## src/rtl/id_ex_stage.sv

```systemverilog
// ID/EX pipeline register with operand forwarding, load-use hazard
// detection and a saturating count of hazard bubbles.
module id_ex_stage (
    input  logic        clk,
    input  logic        reset,
    input  logic        stall,
    input  logic        flush,
    input  logic        in_valid,
    input  logic [31:0] id_rs_data,
    input  logic [31:0] id_rt_data,
    input  logic [31:0] id_imm,
    input  logic [4:0]  id_rs,
    input  logic [4:0]  id_rt,
    input  logic [4:0]  id_rd,
    input  logic [3:0]  id_gin,
    input  logic        id_alusrc,
    input  logic        id_regdst,
    input  logic        id_uses_rt,
    input  logic        id_regwrite,
    input  logic        id_memread,
    input  logic        id_memwrite,
    input  logic        id_memtoreg,
    input  logic        exmem_regwrite,
    input  logic        memwb_regwrite,
    input  logic [4:0]  exmem_rd,
    input  logic [4:0]  memwb_rd,
    input  logic [31:0] exmem_result,
    input  logic [31:0] memwb_result,
    output logic [31:0] alu_a,
    output logic [31:0] alu_b,
    output logic [3:0]  alu_gin,
    output logic [31:0] ex_store_data,
    output logic        ex_valid,
    output logic        ex_regwrite,
    output logic        ex_memread,
    output logic        ex_memwrite,
    output logic        ex_memtoreg,
    output logic [4:0]  ex_dest,
    output logic        load_use_hazard,
    output logic [15:0] bubble_count
);

    typedef struct packed {
        logic        valid;
        logic [31:0] rs_data;
        logic [31:0] rt_data;
        logic [31:0] imm;
        logic [4:0]  rs;
        logic [4:0]  rt;
        logic [4:0]  dest;
        logic [3:0]  gin;
        logic        alusrc;
        logic        regwrite;
        logic        memread;
        logic        memwrite;
        logic        memtoreg;
    } stage_t;

    localparam logic [3:0] GIN_ADD = 4'b0010;

    stage_t      stage_q;
    stage_t      stage_d;
    stage_t      id_pkt;
    stage_t      bubble_pkt;
    logic [15:0] bubble_count_q;
    logic [15:0] bubble_count_d;
    logic        hazard;
    logic [31:0] fwd_rs;
    logic [31:0] fwd_rt;

    // Pick the newest in-flight value of a register; $0 is never forwarded.
    function automatic logic [31:0] forward(
        input logic [4:0]  rn,
        input logic [31:0] rdata,
        input logic        em_we,
        input logic [4:0]  em_rd,
        input logic [31:0] em_res,
        input logic        mw_we,
        input logic [4:0]  mw_rd,
        input logic [31:0] mw_res
    );
        logic [31:0] v;
        v = rdata;
        if (rn != 5'd0) begin
            if (em_we && em_rd == rn) begin
                v = em_res;
            end else if (mw_we && mw_rd == rn) begin
                v = mw_res;
            end
        end
        return v;
    endfunction

    // Pack the decoded ID slot and the bubble template.
    always_comb begin
        id_pkt          = '0;
        id_pkt.valid    = in_valid;
        id_pkt.rs_data  = id_rs_data;
        id_pkt.rt_data  = id_rt_data;
        id_pkt.imm      = id_imm;
        id_pkt.rs       = id_rs;
        id_pkt.rt       = id_rt;
        id_pkt.dest     = id_regdst ? id_rd : id_rt;
        id_pkt.gin      = id_gin;
        id_pkt.alusrc   = id_alusrc;
        id_pkt.regwrite = id_regwrite;
        id_pkt.memread  = id_memread;
        id_pkt.memwrite = id_memwrite;
        id_pkt.memtoreg = id_memtoreg;
        bubble_pkt      = '0;
        bubble_pkt.gin  = GIN_ADD;
    end

    // A load in EX whose target is read by the ID instruction.
    always_comb begin
        hazard = 1'b0;
        if (in_valid && stage_q.valid && stage_q.memread &&
            stage_q.dest != 5'd0) begin
            hazard = (stage_q.dest == id_rs) ||
                     (id_uses_rt && stage_q.dest == id_rt);
        end
    end

    // Next-state select: flush > stall > hazard bubble > load.
    always_comb begin
        stage_d        = stage_q;
        bubble_count_d = bubble_count_q;
        if (flush) begin
            stage_d = bubble_pkt;
        end else if (stall) begin
            stage_d = stage_q;
        end else if (hazard) begin
            stage_d = bubble_pkt;
            if (bubble_count_q != 16'hFFFF) begin
                bubble_count_d = bubble_count_q + 16'd1;
            end
        end else begin
            stage_d = id_pkt;
        end
    end

    // Stage registers; reset yields a bubble with a zero ALU control.
    always_ff @(posedge clk) begin
        if (reset) begin
            stage_q        <= '0;
            bubble_count_q <= '0;
        end else begin
            stage_q        <= stage_d;
            bubble_count_q <= bubble_count_d;
        end
    end

    // Operand forwarding, recomputed every cycle including stalls.
    always_comb begin
        fwd_rs = forward(stage_q.rs, stage_q.rs_data,
                         exmem_regwrite, exmem_rd, exmem_result,
                         memwb_regwrite, memwb_rd, memwb_result);
        fwd_rt = forward(stage_q.rt, stage_q.rt_data,
                         exmem_regwrite, exmem_rd, exmem_result,
                         memwb_regwrite, memwb_rd, memwb_result);
    end

    assign alu_a           = fwd_rs;
    assign alu_b           = stage_q.alusrc ? stage_q.imm : fwd_rt;
    assign ex_store_data   = fwd_rt;
    assign alu_gin         = stage_q.gin;
    assign ex_valid        = stage_q.valid;
    assign ex_regwrite     = stage_q.regwrite;
    assign ex_memread      = stage_q.memread;
    assign ex_memwrite     = stage_q.memwrite;
    assign ex_memtoreg     = stage_q.memtoreg;
    assign ex_dest         = stage_q.dest;
    assign load_use_hazard = hazard;
    assign bubble_count    = bubble_count_q;

endmodule

```

## config.mk

```make
export PLATFORM = sky130hd
export DESIGN_NAME = id_ex_stage
export DESIGN_NICKNAME = d
export VERILOG_FILES = /design/src/rtl/id_ex_stage.sv
export SDC_FILE = /design/constraint.sdc
export NUM_CORES = 1
export LEC_CHECK = 0
export CAP_MARGIN = 0
export CELL_PAD_IN_SITES_DETAIL_PLACEMENT = 1
export CELL_PAD_IN_SITES_GLOBAL_PLACEMENT = 1
export CORE_AREA = 4 4 165 167
export DETAILED_ROUTE_END_ITERATION = 16
export DIE_AREA = 0 0 169 171
export PLACE_DENSITY_LB_ADDON = 0.1
export SLEW_MARGIN = 10
export SYNTH_ARGS = -nofsm -noshare
export SYNTH_HDL_FRONTEND = slang
export SYNTH_SLANG_ARGS = --single-unit
```

## constraint.sdc

```tcl
create_clock -name clk -period 2.8 [get_ports clk]
set_clock_uncertainty 0.05 [all_clocks]
set_input_delay 0.28 -clock clk [delete_from_list [all_inputs] [get_ports clk]]
set_output_delay 0.28 -clock clk [all_outputs]
set_load 0.005 [all_outputs]
```

; ---- Word level (Yosys, flattened, before mapping)
; Cells that the tools add are included.
[word_totals]
latch_bits = 0
mem_bits_rw = 0
romBits = 0
ff_bits = 137
in_bits = 203
n_memories = 0
out_inout_bits = 127
[op_classes]
div_mod_pow = 0
n_eq_ne = 8
bitwise_logic = 2
mux = 12
magnitude_cmp = 0
multipliers = 0
n_reduce_logical = 14
addsub = 1
shift = 0
[ops]
columns = cell, n
row1 = 2-to-1 mux 32 bit, 7
row2 = 2-to-1 mux 121 bit, 1
row3 = equality test 5 bit, 6
row4 = adder 16 x 1 -> 16 bit (second input constant), 1
row5 = != test 16 bit (second input constant), 1
row6 = nonzero test 5 bit, 3
row7 = 2-to-1 mux 7 bit, 2
row8 = logical AND 1 bit, 8
row9 = 2-to-1 mux 5 bit, 1
row10 = AND reduction 4 bit, 1
row11 = != test 2 x 1 -> 1 bit (second input constant), 1
row12 = inverter 1 bit, 2
row13 = OR reduction 2 bit, 1
row14 = logical OR 1 bit, 1
row15 = 2-to-1 mux 1 bit, 1

; ---- Depth between registers and ports, before layout
[logic_depth]
word_depth = 7
depth_mapped = 9
mapped_depth_nobuf = 7

; ---- Least setup slack after synthesis
; No wires, ideal clock.
[synth_path]
path_kind = register to output
startpoint = reg stage_q[14] (netlist bit)
endpoint = out alu_b[10]
slack_ps = 627
path_stages_with_launch = 8
arrival_time_ps = 1843
path_buffers = 1
path_cell_list = dfxtp_1 or4_1 nor2_2 nor3_1 or2_1 buf_4 o21ai_2 mux2_2
[synth_via]
elab_chain_cells = 6
elab_cells_between_ends = 9
[synth_lines]
columns = item, line
row1 = "start, declared", 61  ; stage_t stage_q;
row2 = "start signal, assigned", 148  ; stage_q <= stage_d;
row3 = equality test 5 bit, 87  ; end else if (mw_we && mw_rd == rn) begin
row4 = logical AND 1 bit, 87
row5 = 2-to-1 mux 32 bit, 87
row6 = 2-to-1 mux 32 bit, 85  ; if (em_we && em_rd == rn) begin
row7 = 2-to-1 mux 32 bit *, 84  ; if (rn != 5'd0) begin
row8 = named net ex_store_data[10], 32  ; output logic [31:0] ex_store_data,
row9 = 2-to-1 mux 32 bit *, 164  ; assign alu_b = stage_q.alusrc ? stage_q.imm : fwd_rt;
row10 = "end, declared", 30  ; output logic [31:0] alu_b,
; Mark *: on every way through the listed nets, which the timed path passes. The rest lies on a longest branch.

; ---- Final worst setup path
[layout_path]
startpoint = reg stage_q[18] (netlist bit)
endpoint = out alu_b[18]
[layout_via]
elab_chain_cells = 6
elab_cells_between_ends = 9
[layout_lines]
columns = item, line
row1 = equality test 5 bit, 87
row2 = logical AND 1 bit, 87
row3 = 2-to-1 mux 32 bit, 87
row4 = 2-to-1 mux 32 bit, 85
row5 = 2-to-1 mux 32 bit *, 84
row6 = 2-to-1 mux 32 bit *, 164
; Every way passes the cells marked *; elsewhere a longest branch is shown, timed or not.

==> impl_metrics.csv <==
group,metric,value,unit
timing,tightest_slew,0.9813,ns
timing,fin_ws,-0.3309,ns
clock_network,clk_path_buf_depth,2,
clock_network,clockRootBuffer,"clkbuf_16",
global_route,overflow,0,
clock_network,path_clk_slew,0.06,ns
pwr,pwr_density_cell,386.4,nW/um^2
worst_hold_path,hold_path.class,"in2reg",
drt,viasPerCell,5.216,
clock_network,cts_sinks,137,
drt,final_antenna_net_count,0,
global_route,grt_antenna_before_repair,3,
logic_synthesis,syn_area,7610,sq um
timing,fmax,319.4,MHz
drt,drc_errors,0,
floorplan,dieHeight,171,microns
clock_network,cts_max_level,4,
critical_path,worstPathRequired,2.47,ns
logic_synthesis,synth_top_family_by_area,"simple AND/OR/NAND/NOR gates",
placement,io_buffers,329,
timing,holdWs,0.1289,ns
timing,slew-limit-headroom,0.3458,
job,cap_viol_max_count,0,
layout,syn_to_final_growth,88.74,%
logic_synthesis,muxShareOfSynthArea,0.05524,
timing,period_needed,3.131,ns
pwr,ir_drop,0.2579,mV
layout,nFillCells,2903,
logic_synthesis,synthDistinctLibCells,41,
placement,hpwlAfterDp,23790,microns
placement,dp_cells,1598,
timing,final.period_utilization,1.118,
critical_path,path_max_fanout,6,
floorplan,start_util,0.2954,
drt,dr.pass1.iters,5,
clock_network,cts-buffers-inserted,17,
drt,drtIter0Drc,526,
status,status,"complete, but fails checks",
status,violations,"negative setup slack",
logic_synthesis,synth_compound_area_frac,0.2205,
critical_path,critPathLaunchType,"flop",
logic_synthesis,synth-seq-area-share,0.3604,
clock_network,cts_tree,"yes",
drt,wl,38000,microns
logic_synthesis,synth-simple-area-share,0.2410,
pwr,p_leak,5.410,nW
timing,hold_viol,0,
floorplan,row_count,59,
clock_network,hold_buffers,0,
critical_path,path_class,"reg2out",
logic_synthesis,syn_inst,953,
timing,setup_violations,88,
drt,routed-via-count,8919,
layout,final_layout_size_suffix_gt1_frac,0.3516,
floorplan,die_w,169,microns
clock_network,clk_latency,0.43,ns
timing,slew_viol_final,0,
logic_synthesis,postSynthAreaPerCell,7.985,sq um
global_route,grt_start_max_net_pins,219,
global_route,grt_pass1_wl,52300,microns
critical_path,critPathArrivalTime,2.80,ns
floorplan,coreArea,25760,sq um
logic_synthesis,synth_fa_ha_area_frac,0.001644,
timing,fin_setup_tns,-13.44,ns
logic_synthesis,syn-num-nets,1157,
logic_synthesis,synth_xor_area_frac,0.04143,
critical_path,end_kind,"primary output",
floorplan,dieArea,28900,sq um
drt,avgRoutedWirePerCell,22.22,microns
layout,seq_area,2755,sq um
layout,multi_input_area,5554,sq um
global_route,grt_use_total,0.2315,
layout,nets,1564,
logic_synthesis,synth_seq_cells,137,
global_route,grt_pass1_vias,9051,
placement,place.gp.congestion,0.8234,
layout,final_cell_count_no_fill,1710,
floorplan,pin_count,330,
logic_synthesis,synth_warnings,0,
timing,rsz0062_at_grt,"true",
cell usage after synthesis (all sizes together):
cell / number / area, sq um
a2111oi: 1 / 27.53
a211oi: 1 / 7.510
a21boi: 1 / 7.510
a21oi: 155 / 775.7
a22oi: 5 / 37.54
a32oi: 32 / 280.3
and3: 3 / 18.77
buf: 30 / 235.2
clkbuf: 66 / 247.7
dfxtp: 137 / 2743
ha: 1 / 12.51
inv: 33 / 123.9
mux2: 32 / 360.3
mux2i: 6 / 60.06
nand2: 128 / 480.5
nand2b: 2 / 12.51
nand3: 9 / 45.04
nand3b: 115 / 863.3
nand4: 8 / 50.05
nor2: 51 / 193.9
nor2b: 4 / 25.02
nor3: 4 / 20.02
nor3b: 1 / 7.510
nor4: 3 / 25.02
o2111ai: 1 / 15.01
o21ai: 40 / 312.8
o22ai: 33 / 206.5
o31ai: 1 / 7.510
or2: 3 / 18.77
or3: 7 / 43.79
or4: 4 / 30.03
xnor2: 23 / 201.4
xor2: 13 / 113.9
registers in the layout, indices dropped and copies added (netlist names):
signal / flops
alu_gin: 4
ex_memtoreg: 1
stage_q: 107
bubble_count: 16
ex_memread: 1
ex_memwrite: 1
ex_regwrite: 1
ex_dest: 5
ex_valid: 1
placed cells by master (no fill, tap or decap), types with 11 or more instances in the layout:
| cell | n |
|---|---|
| nor2_1 | 24 |
| a21oi_1 | 127 |
| xnor2_1 | 17 |
| dfxtp_1 | 129 |
| a21oi_2 | 28 |
| nand2_1 | 128 |
| mux2_2 | 17 |
| o21ai_4 | 31 |
| mux2_4 | 14 |
| clkbuf_2 | 28 |
| o22ai_4 | 17 |
| nand3b_1 | 115 |
| o22ai_2 | 11 |
| nor2_2 | 13 |
| buf_4 | 58 |
| a32oi_2 | 22 |
| clkbuf_16 | 21 |
| nor2_4 | 14 |
| buf_6 | 93 |
| buf_12 | 23 |
| buf_2 | 33 |
| clkdlybuf4s50_1 | 231 |
| inv_1 | 33 |
| xor2_1 | 11 |
power by group:
part | internal (W) | leakage [nW] | total (W) | switching, W
Combinational | 0.000595 | 4.00 | 0.00106 | 0.000463
Sequential | 0.00201 | 1.12 | 0.00205 | 0.0000454
Clock | 0.00151 | 0.291 | 0.00244 | 0.000934
layer usage:
| layer | GRT usage | vias to the layer above | routed length [microns] |
|---|---|---|---|
| li1 | - | 4188 | - |
| met1 | 0.2789 | 4442 | 15470 |
| met2 | 0.4103 | 243 | 19540 |
| met3 | 0.06007 | 46 | 2206 |
| met4 | 0.06300 | 0 | 788 |
| met5 | 0 | - | 0 |
worst paths after layout:
kind         cells after the start  slack [ns]        start          end
max                             11       -0.33  stage_q[18]    alu_b[18]
max reg2reg                      6        0.38   ex_dest[0]  stage_q[21]
min                              3        0.13        stall  ex_memtoreg
min reg2reg                      2        0.41  stage_q[64]  stage_q[64]
critical path, stage by stage (launching register included):
cell     delay, ns
dfxtp_2       0.33
buf_6         0.12
xnor2_2       0.15
nand4_1       0.19
nor4_4        0.45
or2_4         0.25
buf_12        0.13
buf_12        0.13
buf_12        0.15
o21ai_4       0.08
mux2_4        0.28
buf_6         0.11
cell type report:
class                      count  area share
tap                          335     0.02918
inverter                      33    0.008624
clock buffer                  19     0.03084
sequential                   137      0.1918
antenna                        4   0.0006969
clock inverter                11     0.01211
timing repair buffer         484      0.3400
multi-input combinational    687      0.3867
through the flow:
stage	setup slack [ns]	total power [W]	util	instance area (sq um)
6_report	-0.3309	0.005550	0.5575	14360
5_1_grt	-0.4598	0.005762	0.5574	14360
4_1_cts	-0.4655	0.005478	0.5022	12940
3_5_place_dp	-0.4409	0.002991	0.4502	11600
3_3_place_gp	-0.3788	0.002984	0.4502	11600
2_1_floorplan	0.6271	0.002406	-	7610
logic make-up after synthesis:
kind of cell | after synthesis
AND/OR/NAND/NOR | 342
AO/OA/AOI/OAI | 270
flip-flops | 137
buffers and inverters | 129
multiplexers | 38
XOR/XNOR | 36
adder cells (fa/ha/maj) | 1
timing repair:
item,4_1_cts,5_1_grt
gates cloned,5,4
pin swaps,13,55
endpoints found under the setup margin,96,97
gates resized for setup,258,395
setup buffers,23,58
Note: power is estimated with default switching activity, not from simulation.
